`config.mk`:
```
export PLATFORM = sky130hd
export DESIGN_NAME = mdu_ctrl
export DESIGN_NICKNAME = d
export VERILOG_FILES = /design/src/rtl/mdu_ctrl_pkg.sv /design/src/rtl/mdu_div.sv /design/src/rtl/mdu_ctrl.sv
export SDC_FILE = /design/constraint.sdc
export NUM_CORES = 2
export LEC_CHECK = 0
export ABC_AREA = 1
export BUFFER_PORTS_ARGS = -buffer_cell sky130_fd_sc_hd__buf_4
export CELL_PAD_IN_SITES_DETAIL_PLACEMENT = 1
export CELL_PAD_IN_SITES_GLOBAL_PLACEMENT = 1
export CORE_ASPECT_RATIO = 1.1
export CORE_MARGIN = 1.5
export CORE_UTILIZATION = 43
export DETAILED_ROUTE_END_ITERATION = 10
export PLACE_DENSITY_LB_ADDON = 0.2
export SETUP_SLACK_MARGIN = 0.1
export SLEW_MARGIN = 20
export SYNTH_ARGS = -nofsm -noshare
export SYNTH_HDL_FRONTEND = slang
export SYNTH_SLANG_ARGS = --single-unit
export TNS_END_PERCENT = 10
```
`constraint.sdc`:
```
create_clock -name clk -period 7.5 [get_ports clk]
set_input_delay 0.75 -clock clk [delete_from_list [all_inputs] [get_ports clk]]
set_output_delay 0.75 -clock clk [all_outputs]
set_load 0.05 [all_outputs]
```
`src/rtl/mdu_ctrl_pkg.sv`:
```
// Shared definitions for the multiply/divide unit: data widths, ALU function
// codes, the controller state encoding and the divider iteration count.
package mdu_ctrl_pkg;

  localparam int W_DATA    = 32;
  localparam int W_FUNC    = 5;
  localparam int DIV_ITERS = 32;

  localparam logic [W_FUNC-1:0] FUNC_MUL = 5'd1;
  localparam logic [W_FUNC-1:0] FUNC_DIV = 5'd2;

  typedef enum logic [1:0] {
    ST_IDLE,
    ST_MUL,
    ST_DIV,
    ST_DONE
  } mdu_state_e;

  // Two's-complement magnitude; unsigned operands pass through untouched.
  function automatic logic [W_DATA-1:0] mag(input logic [W_DATA-1:0] v,
                                            input logic              is_signed);
    return (is_signed && v[W_DATA-1]) ? (~v + 1'b1) : v;
  endfunction

endpackage

```
`src/rtl/mdu_div.sv`:
```
// Restoring shift-subtract divider on unsigned magnitudes: one quotient bit
// per cycle, DIV_ITERS cycles after start. Sign fix-up belongs to the caller.
module mdu_div
  import mdu_ctrl_pkg::*;
(
  input  logic              clk,
  input  logic              rst,
  input  logic              i_start,
  input  logic              i_kill,
  input  logic [W_DATA-1:0] i_dividend,
  input  logic [W_DATA-1:0] i_divisor,
  output logic              o_done,
  output logic [W_DATA-1:0] o_quotient,
  output logic [W_DATA-1:0] o_remainder
);

  logic              r_busy;
  logic [4:0]        r_count;
  logic [W_DATA-1:0] r_quo;
  logic [W_DATA-1:0] r_rem;
  logic [W_DATA-1:0] r_div;

  logic [W_DATA:0]   w_shift;
  logic [W_DATA:0]   w_diff;
  logic              w_fits;
  logic [W_DATA-1:0] w_next_rem;
  logic [W_DATA-1:0] w_next_quo;

  // The partial remainder is always below the divisor, so the shifted value
  // fits in W_DATA+1 bits and the borrow bit of the difference decides.
  assign w_shift    = {r_rem, r_quo[W_DATA-1]};
  assign w_diff     = w_shift - {1'b0, r_div};
  assign w_fits     = ~w_diff[W_DATA];
  assign w_next_rem = w_fits ? w_diff[W_DATA-1:0] : w_shift[W_DATA-1:0];
  assign w_next_quo = {r_quo[W_DATA-2:0], w_fits};

  assign o_done      = r_busy && (r_count == 5'(DIV_ITERS - 1));
  assign o_quotient  = w_next_quo;
  assign o_remainder = w_next_rem;

  always_ff @(posedge clk) begin
    // NOTE: sequential state uses non-blocking assignments so every register
    // samples the pre-edge values regardless of statement order.
    if (rst || i_kill) begin
      r_busy  <= 1'b0;
      r_count <= '0;
      r_quo   <= '0;
      r_rem   <= '0;
      r_div   <= '0;
    end else if (i_start) begin
      r_busy  <= 1'b1;
      r_count <= '0;
      r_quo   <= i_dividend;
      r_rem   <= '0;
      r_div   <= i_divisor;
    end else if (r_busy) begin
      r_quo <= w_next_quo;
      r_rem <= w_next_rem;
      if (o_done) begin
        r_busy  <= 1'b0;
        r_count <= '0;
      end else begin
        r_count <= r_count + 5'd1;
      end
    end
  end

endmodule

```
`src/rtl/mdu_ctrl.sv`:
```
// Multiply/divide controller owning the architectural HI/LO registers: stalls
// the pipeline while an iterative MUL or DIV runs and honours flush/MTHI/MTLO.
module mdu_ctrl
  import mdu_ctrl_pkg::*;
#(
  parameter int MUL_CYCLES = 2
) (
  input  logic              clk,
  input  logic              rst,
  input  logic [W_FUNC-1:0] mulalu_func,
  input  logic              mulalu_sign,
  input  logic [W_DATA-1:0] source_a,
  input  logic [W_DATA-1:0] source_b,
  input  logic              flush,
  input  logic              hi_write,
  input  logic              lo_write,
  input  logic [W_DATA-1:0] hi_write_data,
  input  logic [W_DATA-1:0] lo_write_data,
  output logic              stall,
  output logic [W_DATA-1:0] hi,
  output logic [W_DATA-1:0] lo
);

  localparam logic [2:0] MUL_LAST = 3'(MUL_CYCLES - 1);

  mdu_state_e        r_state;
  logic [W_DATA-1:0] r_hi;
  logic [W_DATA-1:0] r_lo;
  logic [W_DATA-1:0] r_a_mag;
  logic [W_DATA-1:0] r_b_mag;
  logic              r_neg_q;
  logic              r_neg_r;
  logic [2:0]        r_mul_cnt;

  logic              w_is_mul;
  logic              w_is_div;
  logic              w_req;
  logic [W_DATA-1:0] w_a_mag;
  logic [W_DATA-1:0] w_b_mag;
  logic              w_div_start;
  logic              w_div_done;
  logic [W_DATA-1:0] w_div_quo;
  logic [W_DATA-1:0] w_div_rem;
  logic [63:0]       w_prod_mag;
  logic [63:0]       w_prod;

  assign w_is_mul = (mulalu_func == FUNC_MUL);
  assign w_is_div = (mulalu_func == FUNC_DIV);
  assign w_req    = w_is_mul || w_is_div;
  assign w_a_mag  = mag(source_a, mulalu_sign);
  assign w_b_mag  = mag(source_b, mulalu_sign);

  assign w_div_start = (r_state == ST_IDLE) && w_is_div && !flush &&
                       (source_b != '0);

  // Product is formed from the latched magnitudes and held stable for the
  // whole MUL phase; only the final cycle's value is committed.
  assign w_prod_mag = {32'b0, r_a_mag} * {32'b0, r_b_mag};
  assign w_prod     = r_neg_q ? (~w_prod_mag + 64'd1) : w_prod_mag;

  mdu_div u_div (
    .clk         (clk),
    .rst         (rst),
    .i_start     (w_div_start),
    .i_kill      (flush),
    .i_dividend  (w_a_mag),
    .i_divisor   (w_b_mag),
    .o_done      (w_div_done),
    .o_quotient  (w_div_quo),
    .o_remainder (w_div_rem)
  );

  always_comb begin
    // NOTE: the default assignment up front covers every path, so no latch is
    // inferred for stall.
    stall = 1'b0;
    if (!rst && !flush) begin
      unique case (r_state)
        ST_IDLE: stall = w_req;
        ST_MUL:  stall = 1'b1;
        ST_DIV:  stall = 1'b1;
        ST_DONE: stall = 1'b0;
      endcase
    end
  end

  always_ff @(posedge clk) begin
    if (rst) begin
      r_state   <= ST_IDLE;
      r_hi      <= '0;
      r_lo      <= '0;
      r_a_mag   <= '0;
      r_b_mag   <= '0;
      r_neg_q   <= 1'b0;
      r_neg_r   <= 1'b0;
      r_mul_cnt <= '0;
    end else if (flush) begin
      r_state   <= ST_IDLE;
      r_mul_cnt <= '0;
    end else begin
      unique case (r_state)
        ST_IDLE: begin
          if (hi_write) r_hi <= hi_write_data;
          if (lo_write) r_lo <= lo_write_data;
          if (w_req) begin
            r_a_mag   <= w_a_mag;
            r_b_mag   <= w_b_mag;
            r_neg_q   <= mulalu_sign && (source_a[W_DATA-1] ^ source_b[W_DATA-1]);
            r_neg_r   <= mulalu_sign && source_a[W_DATA-1];
            r_mul_cnt <= '0;
            if (w_is_mul) begin
              r_state <= ST_MUL;
            end else if (source_b == '0) begin
              r_lo    <= '1;
              r_hi    <= source_a;
              r_state <= ST_DONE;
            end else begin
              r_state <= ST_DIV;
            end
          end
        end
        ST_MUL: begin
          if (r_mul_cnt == MUL_LAST) begin
            r_hi      <= w_prod[63:32];
            r_lo      <= w_prod[31:0];
            r_mul_cnt <= '0;
            r_state   <= ST_DONE;
          end else begin
            r_mul_cnt <= r_mul_cnt + 3'd1;
          end
        end
        ST_DIV: begin
          if (w_div_done) begin
            r_lo    <= r_neg_q ? (~w_div_quo + 1'b1) : w_div_quo;
            r_hi    <= r_neg_r ? (~w_div_rem + 1'b1) : w_div_rem;
            r_state <= ST_DONE;
          end
        end
        ST_DONE: r_state <= ST_IDLE;
      endcase
    end
  end

  assign hi = r_hi;
  assign lo = r_lo;

`ifndef SYNTHESIS
  a_hilo_write_idle_only: assert property (
    @(posedge clk) disable iff (rst)
    (hi_write || lo_write) |-> (r_state == ST_IDLE)
  ) else $error("HI/LO write attempted outside IDLE; ignored");
`endif

endmodule

```
==> out/metrics.cfg <==
[drt]
drtPass1Iterations = 5
dr.first_iter.drc_count = 3229
drc = 0
vias = 56038
routed_wl_um = 231000
viasPerCell = 5.27
avgRoutedWirePerCell_um = 21.7
antenna_left = 0

[worst_setup_path]
setup.worst_path.start_class = flip-flop
crit_slowest_cell = fa_2
cp-end-kind = flip-flop
r2r_slack_ns = -0.52
worstPathArrival_ns = 8.59
reg2reg_depth = 41
required_ns = 8.07
crit_fanout = 9
criticalPathCategory = flip-flop to flip-flop
critical-path-max-stage-delay_ns = 0.63
crit_end = hi[24]
r2r_end = hi[24]
startpoint = r_a_mag[15]
crit_top_cell = nand2_1
worstReg2RegStart = r_a_mag[15]

[die]
fp-row-count = 138
start_util_pct = 43.3
die_x_um = 346
dieArea_um2 = 132000
ios = 204
core_area_um2 = 128000
dieHeight_um = 380

[synth]
ys_seq_area_share_pct = 8.53
ys.flop_type = dfxtp_1
ys_top_cells_by_count = nand2_1 (2568), inv_1 (2149), fa_1 (897), nor2_1 (413), clkbuf_1 (363)
synth_most_common_cell = nand2_1
syn_area_um2 = 55600
synth_nets = 9726
ys_types = 58
syn_area_per_cell_um2 = 6.63
synthesis.instances = 8384
synth_edf_count = 0
synth_seq_cells = 237
yosysTopAreaCellShare_pct = 32.3
yosysWarnings = 0
async_flop_share_pct = 0
synth_top_area_cell = fa_1
synth_area_leaders = fa_1 (32%), nand2_1 (17%), inv_1 (15%), dfxtp_1 (8.5%), ha_1 (6.9%)

[final_layout]
layout-drive-gt1-share_pct = 16.6
fin_cells = 10628
fillers = 16752
nNetsFinal = 10265
syn2layout_area_growth_pct = 20.4

[sta]
setup_viol = 46
worst_slack_ns = -0.521
slew_violations = 0
fin_crit_ns = 8.02
worstMarginPinSlew_ns = 1.25
final-hold-violation-count = 0
rsz0062_at_grt = yes
relSlewSlack_pct = 15.9
fin_worst_skew_ns = 0.0442
fmax_mhz = 125
fin_crit_sh_pct = 107

[clock_network]
hold_buffers = 0
clock_sinks = 237
numCtsBuffers = 31
clock_latency_ns = 0.67
cts_tree = yes
cts_root_buf = clkbuf_16
htreeDepth = 1
cts.clk_slew.worst_paths_ns = 0.06
cts_max_path_buffers = 3

[outcome]
outcome = finished, violations left
violations = negative setup slack

[grt]
grt-ovfl-total = 0
grt_pass1_wl_um = 358000
grt_max_degree = 97
grt_pass1_vias = 62232
antenna_found_initial = 14
grtUsageTotal_pct = 35.3

[power]
vdd_ir_drop_max_mv = 0.199
finalPower_mw = 4.60
powerDensity_nw_per_um2 = 68.6
cellLeakagePower_nw = 39.4

[hold_path]
hold_class = input port to flip-flop
hp-start = source_b[0]

[place]
dp_hpwl_um = 195000
placed_cells = 10522
place.gp.congestion = 1.00
io_buffers = 203

[run]
maxCapViolations = 0

==> cell type report <==
class	instances	area, µm²	share of cell area, %
clock inverters	19	243	0.362
diodes	1	2.50	0.00374
repair buffers	912	7980	11.9
clock buffers	38	842	1.26
multi-input cells	5575	42900	64.0
inverters	2166	8140	12.1
flip-flops and latches	237	4780	7.13
well taps	1680	2100	3.14
==> routing by layer <==
metal	track usage, %	part of all wire (%)
met5	0	0.020
met4	19.4	6.5
met3	4.49	5.4
met2	61.8	49
met1	41.8	39
==> logic make-up after synthesis <==
family                   after synthesis  share of synthesized area (%)
XOR/XNOR                              85                           1.34
AO/OA/AOI/OAI                        677                           6.75
buffers and inverters               2572                           17.5
flip-flops                           237                           8.53
multiplexers                          32                          0.576
adder cells (fa/ha/maj)             1203                           39.2
AND/OR/NAND/NOR                     3578                           26.1
==> per-stage QoR <==
stage                     instance area, µm²  TNS (ns)  hold WS [ns]  setup slack (ns)  utilization (%)
after floorplan                        55600         0         0.435             0.232                -
after global placement                 63600    -21.53         0.455            -0.726             49.5
after detailed placement               63600    -27.06         0.475            -0.877             49.5
after CTS                              66500    -13.16         0.403            -0.392             51.8
after global routing                   67000    -31.45         0.428            -0.849             52.1
final                                  67000    -17.12         0.435            -0.521             52.1
==> state kept, by name, indices dropped and copies added, names as in the netlist <==
| register | flops |
|---|---|
| u_div.r_count | 5 |
| u_div.r_quo | 32 |
| r_b_mag | 32 |
| r_state | 2 |
| u_div.r_busy | 1 |
| r_mul_cnt | 3 |
| hi | 32 |
| r_neg_r | 1 |
| u_div.r_div | 32 |
| lo | 32 |
| r_a_mag | 32 |
| u_div.r_rem | 32 |
| r_neg_q | 1 |
==> critical path, delay by kind of cell (launching register included) <==
kind,cells,cell delay [ns]
flops,1,0.33
buf+inv,10,1.03
simple gates,21,1.85
fa+ha+maj,9,4.58
compound gates,1,0.11
==> worst min-delay path by stage <==
| stage | endpoint | slack [ns] | depth (start not counted) |
|---|---|---|---|
| finish | r_b_mag[0] | 0.43 | 3 |
| global route | r_b_mag[0] | 0.43 | 3 |
| CTS | r_b_mag[0] | 0.40 | 3 |
| detailed placement | lo[27] | 0.47 | 2 |
| global placement | u_div.r_count[4] | 0.45 | 2 |
| floorplan | u_div.r_div[0] | 0.43 | 2 |
==> cells in the final DEF (no fill, tap or decap), types with 48 or more instances in the layout <==
cell type and n:
o21ai_0 207, buf_12 82, nand2_2 149, dfxtp_1 214, nand2_1 2427, ha_1 275, nand3_1 309, nor2_1 333
buf_4 805, inv_1 2120, o211ai_1 51, nand4_1 75, fa_1 857, o22ai_1 48, a21oi_1 253, nor3_1 50
nor2_2 65
==> power breakdown <==
part | internal (mW) | switching (mW) | leakage, nW | total [mW]
sequential | 1.29 | 0.0336 | 1.93 | 1.32
clock | 0.942 | 0.712 | 0.528 | 1.65
combinational | 0.527 | 1.09 | 36.9 | 1.62
total | 2.76 | 1.84 | 39.4 | 4.60
==> repair_timing <==
| item | CTS | global route |
|---|---|---|
| buffers inserted | 39 | 8 |
| endpoints found under the setup margin | 48 | 52 |
| gates cloned | 1 | 0 |
| resized for setup | 432 | 122 |
| pin swaps | 154 | 60 |
Power figures use the tool's default switching activity.
